`src/rtl/timing_gen_if.sv`:
```
// rtl/timing_gen_if.sv - drum timing generator port bundle (bit strobe/origin in, counts and decodes out)
interface timing_gen_if;
    logic       bit_en;
    logic       origin;
    logic [4:0] BT;
    logic [6:0] WT;
    logic       T0;
    logic       T1;
    logic       T2;
    logic       T13;
    logic       T21;
    logic       T28;
    logic       T29;
    logic       TE;
    logic       TF;
    logic       TS;
    logic       CR;
    logic       locked;
    logic       sync_err;

    modport master (
        output bit_en, origin,
        input  BT, WT, T0, T1, T2, T13, T21, T28, T29, TE, TF, TS, CR, locked, sync_err
    );

    modport slave (
        input  bit_en, origin,
        output BT, WT, T0, T1, T2, T13, T21, T28, T29, TE, TF, TS, CR, locked, sync_err
    );
endinterface

```
`src/rtl/timing_gen.sv`:
```
// rtl/timing_gen.sv - G-15 drum timing generator: bit/word counters, decoded strobes, origin HUNT/LOCK
module timing_gen #(
    parameter int BITS_PER_WORD = 29,
    parameter int WORDS_PER_REV = 108,
    parameter int MISS_LIMIT    = 2
) (
    input  logic         CLOCK,
    input  logic         rst_n,
    timing_gen_if.slave  tg
);

    localparam logic [4:0] BT_LAST = 5'(BITS_PER_WORD - 1);
    localparam logic [6:0] WT_LAST = 7'(WORDS_PER_REV - 1);
    localparam logic [3:0] MISS_MAX = 4'(MISS_LIMIT);

    typedef enum logic {HUNT, LOCK} state_t;

    state_t     state_q, state_d;
    logic [4:0] bt_q, bt_d;
    logic [6:0] wt_q, wt_d;
    logic [3:0] miss_q, miss_d;
    logic       err_q, err_d;
    logic [6:0] tstr_q, tstr_d;
    logic       te_q, te_d;
    logic       tf_q, tf_d;
    logic       ts_q, ts_d;

    logic       at_origin;
    logic       lock_d;

    // Origin belongs on the bit time that follows the last bit of the last word.
    assign at_origin = (bt_q == BT_LAST) && (wt_q == WT_LAST);

    always_ff @(posedge CLOCK or negedge rst_n) begin
        if (!rst_n) begin
            state_q <= HUNT;
            bt_q    <= '0;
            wt_q    <= '0;
            miss_q  <= '0;
            err_q   <= 1'b0;
            tstr_q  <= '0;
            te_q    <= 1'b0;
            tf_q    <= 1'b0;
            ts_q    <= 1'b0;
        end else begin
            state_q <= state_d;
            bt_q    <= bt_d;
            wt_q    <= wt_d;
            miss_q  <= miss_d;
            err_q   <= err_d;
            tstr_q  <= tstr_d;
            te_q    <= te_d;
            tf_q    <= tf_d;
            ts_q    <= ts_d;
        end
    end

    always_comb begin
        state_d = state_q;
        bt_d    = bt_q;
        wt_d    = wt_q;
        miss_d  = miss_q;
        err_d   = 1'b0;

        if (tg.bit_en) begin
            if (bt_q == BT_LAST) begin
                bt_d = '0;
                wt_d = (wt_q == WT_LAST) ? 7'd0 : wt_q + 7'd1;
            end else begin
                bt_d = bt_q + 5'd1;
            end

            case (state_q)
                HUNT: begin
                    if (tg.origin) begin
                        bt_d    = '0;
                        wt_d    = '0;
                        miss_d  = '0;
                        state_d = LOCK;
                    end
                end
                LOCK: begin
                    if (tg.origin && at_origin) begin
                        miss_d = '0;
                    end else if (tg.origin || at_origin) begin
                        err_d = 1'b1;
                        // An early origin wins over the normal increment.
                        if (tg.origin) begin
                            bt_d = '0;
                            wt_d = '0;
                        end
                        if (miss_q + 4'd1 >= MISS_MAX) begin
                            miss_d  = '0;
                            state_d = HUNT;
                        end else begin
                            miss_d = miss_q + 4'd1;
                        end
                    end
                end
                default: state_d = HUNT;
            endcase
        end
    end

    // Decodes are computed from the next counts so they register alongside BT/WT.
    always_comb begin
        lock_d = (state_d == LOCK);
        tstr_d = '0;
        te_d   = 1'b0;
        tf_d   = 1'b0;
        ts_d   = 1'b0;
        if (lock_d) begin
            tstr_d[6] = (bt_d == 5'd28);
            tstr_d[5] = (bt_d == 5'd0);
            tstr_d[4] = (bt_d == 5'd1);
            tstr_d[3] = (bt_d == 5'd12);
            tstr_d[2] = (bt_d == 5'd20);
            tstr_d[1] = (bt_d == 5'd27);
            tstr_d[0] = (bt_d == 5'd28);
            te_d      = ~wt_d[0];
            tf_d      = (wt_d == WT_LAST);
            ts_d      = (bt_d == BT_LAST) && (wt_d[1:0] == 2'b11);
        end
    end

    assign tg.BT       = bt_q;
    assign tg.WT       = wt_q;
    assign tg.T0       = tstr_q[6];
    assign tg.T1       = tstr_q[5];
    assign tg.T2       = tstr_q[4];
    assign tg.T13      = tstr_q[3];
    assign tg.T21      = tstr_q[2];
    assign tg.T28      = tstr_q[1];
    assign tg.T29      = tstr_q[0];
    assign tg.TE       = te_q;
    assign tg.TF       = tf_q;
    assign tg.TS       = ts_q;
    assign tg.locked   = (state_q == LOCK);
    assign tg.CR       = (state_q == LOCK) && tg.bit_en;
    assign tg.sync_err = err_q;

endmodule

```
`src/flat_wrapper.sv`:
```
// flat-port wrapper written by rule: the top's interface ports become plain ports
module timing_gen_flat 
#(
    parameter int BITS_PER_WORD = 29,
    parameter int WORDS_PER_REV = 108,
    parameter int MISS_LIMIT    = 2
)
  (CLOCK, rst_n, tg_bit_en, tg_origin, tg_BT, tg_WT, tg_T0, tg_T1, tg_T2, tg_T13, tg_T21, tg_T28, tg_T29, tg_TE, tg_TF, tg_TS, tg_CR, tg_locked, tg_sync_err);
  timing_gen_if tg_i ();
  input  logic CLOCK;
  input  logic rst_n;
  input wire logic [$bits(tg_i.bit_en)-1:0] tg_bit_en;
  input wire logic [$bits(tg_i.origin)-1:0] tg_origin;
  output wire logic [$bits(tg_i.BT)-1:0] tg_BT;
  output wire logic [$bits(tg_i.WT)-1:0] tg_WT;
  output wire logic [$bits(tg_i.T0)-1:0] tg_T0;
  output wire logic [$bits(tg_i.T1)-1:0] tg_T1;
  output wire logic [$bits(tg_i.T2)-1:0] tg_T2;
  output wire logic [$bits(tg_i.T13)-1:0] tg_T13;
  output wire logic [$bits(tg_i.T21)-1:0] tg_T21;
  output wire logic [$bits(tg_i.T28)-1:0] tg_T28;
  output wire logic [$bits(tg_i.T29)-1:0] tg_T29;
  output wire logic [$bits(tg_i.TE)-1:0] tg_TE;
  output wire logic [$bits(tg_i.TF)-1:0] tg_TF;
  output wire logic [$bits(tg_i.TS)-1:0] tg_TS;
  output wire logic [$bits(tg_i.CR)-1:0] tg_CR;
  output wire logic [$bits(tg_i.locked)-1:0] tg_locked;
  output wire logic [$bits(tg_i.sync_err)-1:0] tg_sync_err;
  assign tg_i.bit_en = tg_bit_en;
  assign tg_i.origin = tg_origin;
  assign tg_BT = tg_i.BT;
  assign tg_WT = tg_i.WT;
  assign tg_T0 = tg_i.T0;
  assign tg_T1 = tg_i.T1;
  assign tg_T2 = tg_i.T2;
  assign tg_T13 = tg_i.T13;
  assign tg_T21 = tg_i.T21;
  assign tg_T28 = tg_i.T28;
  assign tg_T29 = tg_i.T29;
  assign tg_TE = tg_i.TE;
  assign tg_TF = tg_i.TF;
  assign tg_TS = tg_i.TS;
  assign tg_CR = tg_i.CR;
  assign tg_locked = tg_i.locked;
  assign tg_sync_err = tg_i.sync_err;
  timing_gen #(.BITS_PER_WORD(BITS_PER_WORD), .WORDS_PER_REV(WORDS_PER_REV), .MISS_LIMIT(MISS_LIMIT)) u_core (.CLOCK(CLOCK), .rst_n(rst_n), .tg(tg_i));
endmodule
```
`config.mk`:
```
export PLATFORM = sky130hd
export DESIGN_NAME = timing_gen_flat
export DESIGN_NICKNAME = d
export VERILOG_FILES = /design/src/rtl/timing_gen_if.sv /design/src/rtl/timing_gen.sv /design/src/flat_wrapper.sv
export SDC_FILE = /design/constraint.sdc
export NUM_CORES = 1
export LEC_CHECK = 0
export ABC_AREA = 1
export BUFFER_PORTS_ARGS = -buffer_cell sky130_fd_sc_hd__buf_4
export CORE_AREA = 2 2 68 70
export CTS_CLUSTER_DIAMETER = 50
export CTS_CLUSTER_SIZE = 8
export DETAILED_ROUTE_END_ITERATION = 10
export DIE_AREA = 0 0 70 72
export GPL_ROUTABILITY_DRIVEN = 0
export HOLD_SLACK_MARGIN = 0.15
export PLACE_DENSITY_LB_ADDON = 0.12
export SLEW_MARGIN = 20
export SYNTH_ARGS = -nofsm -noshare
export SYNTH_HDL_FRONTEND = slang
export SYNTH_SLANG_ARGS = --single-unit
```
`constraint.sdc`:
```
create_clock -name CLOCK -period 2 [get_ports CLOCK]
set_input_delay 0.1 -clock CLOCK [delete_from_list [all_inputs] [get_ports CLOCK]]
set_output_delay 0.1 -clock CLOCK [all_outputs]
set_load 0.02 [all_outputs]
```
==> metrics.md <==
| Metric | Value |
|---|---|
| Root Driver | clkbuf_8 |
| Vias | 1347 |
| CP delay by family, top | buffers and inverters |
| Min-delay src | tg_bit_en |
| Multiplexer share of the synthesized area | 0% |
| Hold Fails Final Rpt | 0 |
| Status | complete, but fails checks |
| Top-count cell post-synth | nand2_1 |
| Comb pwr share | 41.1% |
| Synth area leader | dfrtp_1 |
| Grt total ovfl | 0 |
| Critical path capture point type | register |
| CP Buf/Inv Count | 5 |
| Core area | 0.00426 mm² |
| Final Routed Wirelength | 3.65 mm |
| Area growth syn-to-layout | 51.7% |
| Tot GR Track Use | 14.8% |
| Mapped Area | 0.00147 mm² |
| Part of the power in registers | 40.0% |
| Pwr Total | 1.72 mW |
| Antenna diodes | 0 |
| CP max stage delay | 0.44 ns |
| Initial antenna violation count | 0 |
| Num Clock Sinks | 27 |
| CTS tree | built |
| CP max FO | 4 |
| #FFs+latches synth | 27 |
| Initial Utilization | 34.5% |
| Synth Area in XOR/XNOR | 3.57% |
| First-pass GRT wire length | 6.03 mm |
| Avg Cell Area, Syn | 8.31 µm² |
| Clock share of power | 18.9% |
| CP startpoint | u_core.tg.BT[1] |
| Max Slew Vio Count | 0 |
| Mapped Cells | 177 |
| WS Path Type | register to register |
| Port Buffers | 28 |
| Internal power | 1.06 mW |
| Initial DRC Count | 44 |
| Worst-path cell chain | inv_4 -> ha_4 -> nand2_4 -> nor2_4 -> nand2_4 -> inv_2 -> ha_4 -> buf_4 -> nor3_1 -> buf_4 -> a21oi_4 -> buf_4 -> nand3_1 -> nor2_1 |
| Syn nets | 188 |
| Worst Path Required | 2.21 ns |
| CTS Buffer Depth | 2 |
| Largest family of logic cells by synthesized area | simple AND/OR/NAND/NOR gates |
| Clk pin slew, worst setup/hold paths | 0.10 ns |
| Ports | 29 |
| Largest net degree at the start of global routing | 28 |
| Switch Pwr | 0.660 mW |
| Crit-path slowest cell | dfrtp_2 |
| Fraction of layout cells with a size suffix above 1 | 49.2% |
| Switching Fraction | 38.3% |
| Post-synth top area share | 46.0% |
| Post-route clock period utilization | 100% |
| Number of global-route vias before repair | 1339 |
| Hold Crit Class | primary input to register |
| Dpl ws | -0.0415 ns |
| Post-Synth Adder-Cell Area | 5.96% |
| Max-slew headroom | 76.0% |
| Worst-margin pin slew | 0.361 ns |
| Fill cells | 407 |
| Total CTS buffers | 3 |
| Failing checks | setup timing |
| Die area | 0.00504 mm² |
| Crit start category | register |
| Async set-reset flop share out of synthesis | 100% |
| 1st-pass router iterations | 4 |
| Fin cells | 290 |
| Yosys warning total | 0 |
| Antenna-violating nets left | 0 |
| DRC Markers | 0 |
| Top post-synthesis cells by area | dfrtp_1 46%, nand2_1 8.9%, inv_1 6.4% |
| Synth cell types | 27 |
| Main synth FF type | dfrtp_1 |
| Worst IR Drop VDD | 0.413 mV |
| Rows | 24 |
| Compound-Gate Fraction of Synth Area | 5.19% |
| Hpwl dp | 2.77 mm |
| Most used cell, CP | buf_4 |
| Reg-to-reg setup timing slack | -0.00006 ns |
| Synth top cells by count | 35 x nand2_1, 27 x dfrtp_1, 25 x inv_1, 24 x nor2_1, 11 x nand3_1 |
| Skew-Pair Late Insertion Delay | 0.28 ns |
| Layout Skew | 0.00456 ns |
| Die height | 72 µm |
| Worst reg2reg path startpoint | u_core.tg.BT[1] |
| Pleak | 1.12 nW |
| Final net count | 250 |
| H-tree level count | 1 |
| DR WL/cell | 12.6 µm |
| Placed insts | 276 |
| Tmin final | 2.00 ns |
| Final setup viols | 1 |
| Die span in x | 70 µm |
| Fmax | 500 MHz |
| DR vias/cell | 4.64 |
| Power per Cell Area | 773 mW/mm² |
| Post-synth EDFFs | 0 |
| RSZ-0062 raised after global routing | yes |
| Max-cap violations | 0 |
| Arrival time at the worst endpoint | 2.21 ns |
| Worst setup margin | -0.0000608 ns |
| Synth Area in Simple Gates | 30.6% |
| Post-synthesis sequential area ratio | 46.0% |
## state kept, by name, indices dropped and copies added, names as in the netlist
register	cells
u_core.tg.BT	5
u_core.tg.TF	1
u_core.tg.WT	7
u_core.tg.sync_err	1
u_core.tg.TE	1
u_core.tg.TS	1
u_core.tstr_q	6
u_core.miss_q	4
u_core.tg.locked	1
## per-layer routing
metal  global-route usage [%]  wire, µm  vias up
met4                     3.63        12        0
li1                         -         -      677
met5                        0         0        -
met3                     2.22        95        2
met1                     20.2      1720      652
met2                     25.2      1820       16
## worst register-to-register path, cell delays in order, from the launching register on
cell and delay [ns]:
dfrtp_2 0.44, inv_4 0.07, ha_4 0.13, nand2_4 0.05, nor2_4 0.14, nand2_4 0.08
inv_2 0.07, ha_4 0.14, buf_4 0.10, nor3_1 0.04, buf_4 0.14, a21oi_4 0.23
buf_4 0.15, nand3_1 0.06, nor2_1 0.10
## what timing repair did
item	CTS	global route
buffers inserted	3	6
hold buffers	1	0
pin swaps	6	16
endpoints found under the setup margin	2	9
endpoints found under the hold margin	27	0
gates resized for setup	3	23
gates cloned	0	0
## metrics by stage
| step | TNS [ns] | instance area (µm²) | util (%) | hold WS [ns] |
|---|---|---|---|---|
| 4_1_cts | 0 | 2090 | 49.1 | 0.212 |
| 5_1_grt | -0.479 | 2230 | 52.3 | 0.256 |
| 2_1_floorplan | -0.157 | 1580 | - | -0.196 |
| 3_3_place_gp | 0 | 1990 | 46.7 | 0.0373 |
| 3_5_place_dp | -0.0541 | 1990 | 46.7 | 0.0427 |
| 6_report | -0.0000608 | 2230 | 52.3 | 0.226 |
## area by class of cell
| class | count | area, µm² | share of cell area [%] |
|---|---|---|---|
| multi-input cells | 120 | 870 | 39.0 |
| flip-flops and latches | 27 | 681 | 30.5 |
| repair buffers | 60 | 457 | 20.5 |
| inverters | 27 | 109 | 4.88 |
| clock inverters | 1 | 7.51 | 0.337 |
| well taps | 52 | 65.1 | 2.92 |
| clock buffers | 3 | 41.3 | 1.85 |
## logic make-up (layout without fill, tap and decap cells)
family / count (synthesis) / in the layout
AND/OR/NAND/NOR: 95 / 95
buffers and inverters: 30 / 91
flip-flops: 27 / 27
AO/OA/AOI/OAI: 12 / 12
adder cells (fa/ha/maj): 7 / 7
XOR/XNOR: 6 / 6
## placed cells by master, fill, tap and decap left out, types with 2 or more instances in the layout
cell type / count
a21oi_1: 3
a21oi_4: 2
buf_4: 58
clkbuf_8: 3
dfrtp_1: 23
dfrtp_2: 4
ha_1: 3
ha_4: 3
inv_1: 21
inv_2: 3
inv_4: 3
nand2_1: 24
nand2_2: 6
nand2_4: 8
nand3_1: 8
nand3_2: 4
nand3b_1: 2
nand4_1: 6
nor2_1: 18
nor2_2: 7
nor2_4: 4
nor3_1: 4
nor3_2: 2
o21ai_2: 2
xnor2_1: 2
xor2_1: 4
## power by group through the flow
stage	clock [mW]	sequential (mW)	combinational, mW
after floorplan	0	0.761	0.281
after global placement	0	0.691	0.614
after detailed placement	0	0.695	0.617
after CTS	0.337	0.684	0.630
after global routing	0.357	0.704	0.776
final	0.326	0.689	0.709
## final timing paths
path,depth (start not counted),to
worst max-delay path,14,u_core.tg.TF
max in group asynchronous,2,u_core.tg.WT[0]
min in group asynchronous,2,u_core.miss_q[0]
worst min-delay path,3,u_core.tg.sync_err
worst max register to register,14,u_core.tg.TF
worst min register to register,2,u_core.miss_q[3]
Power figures use the tool's default switching activity.
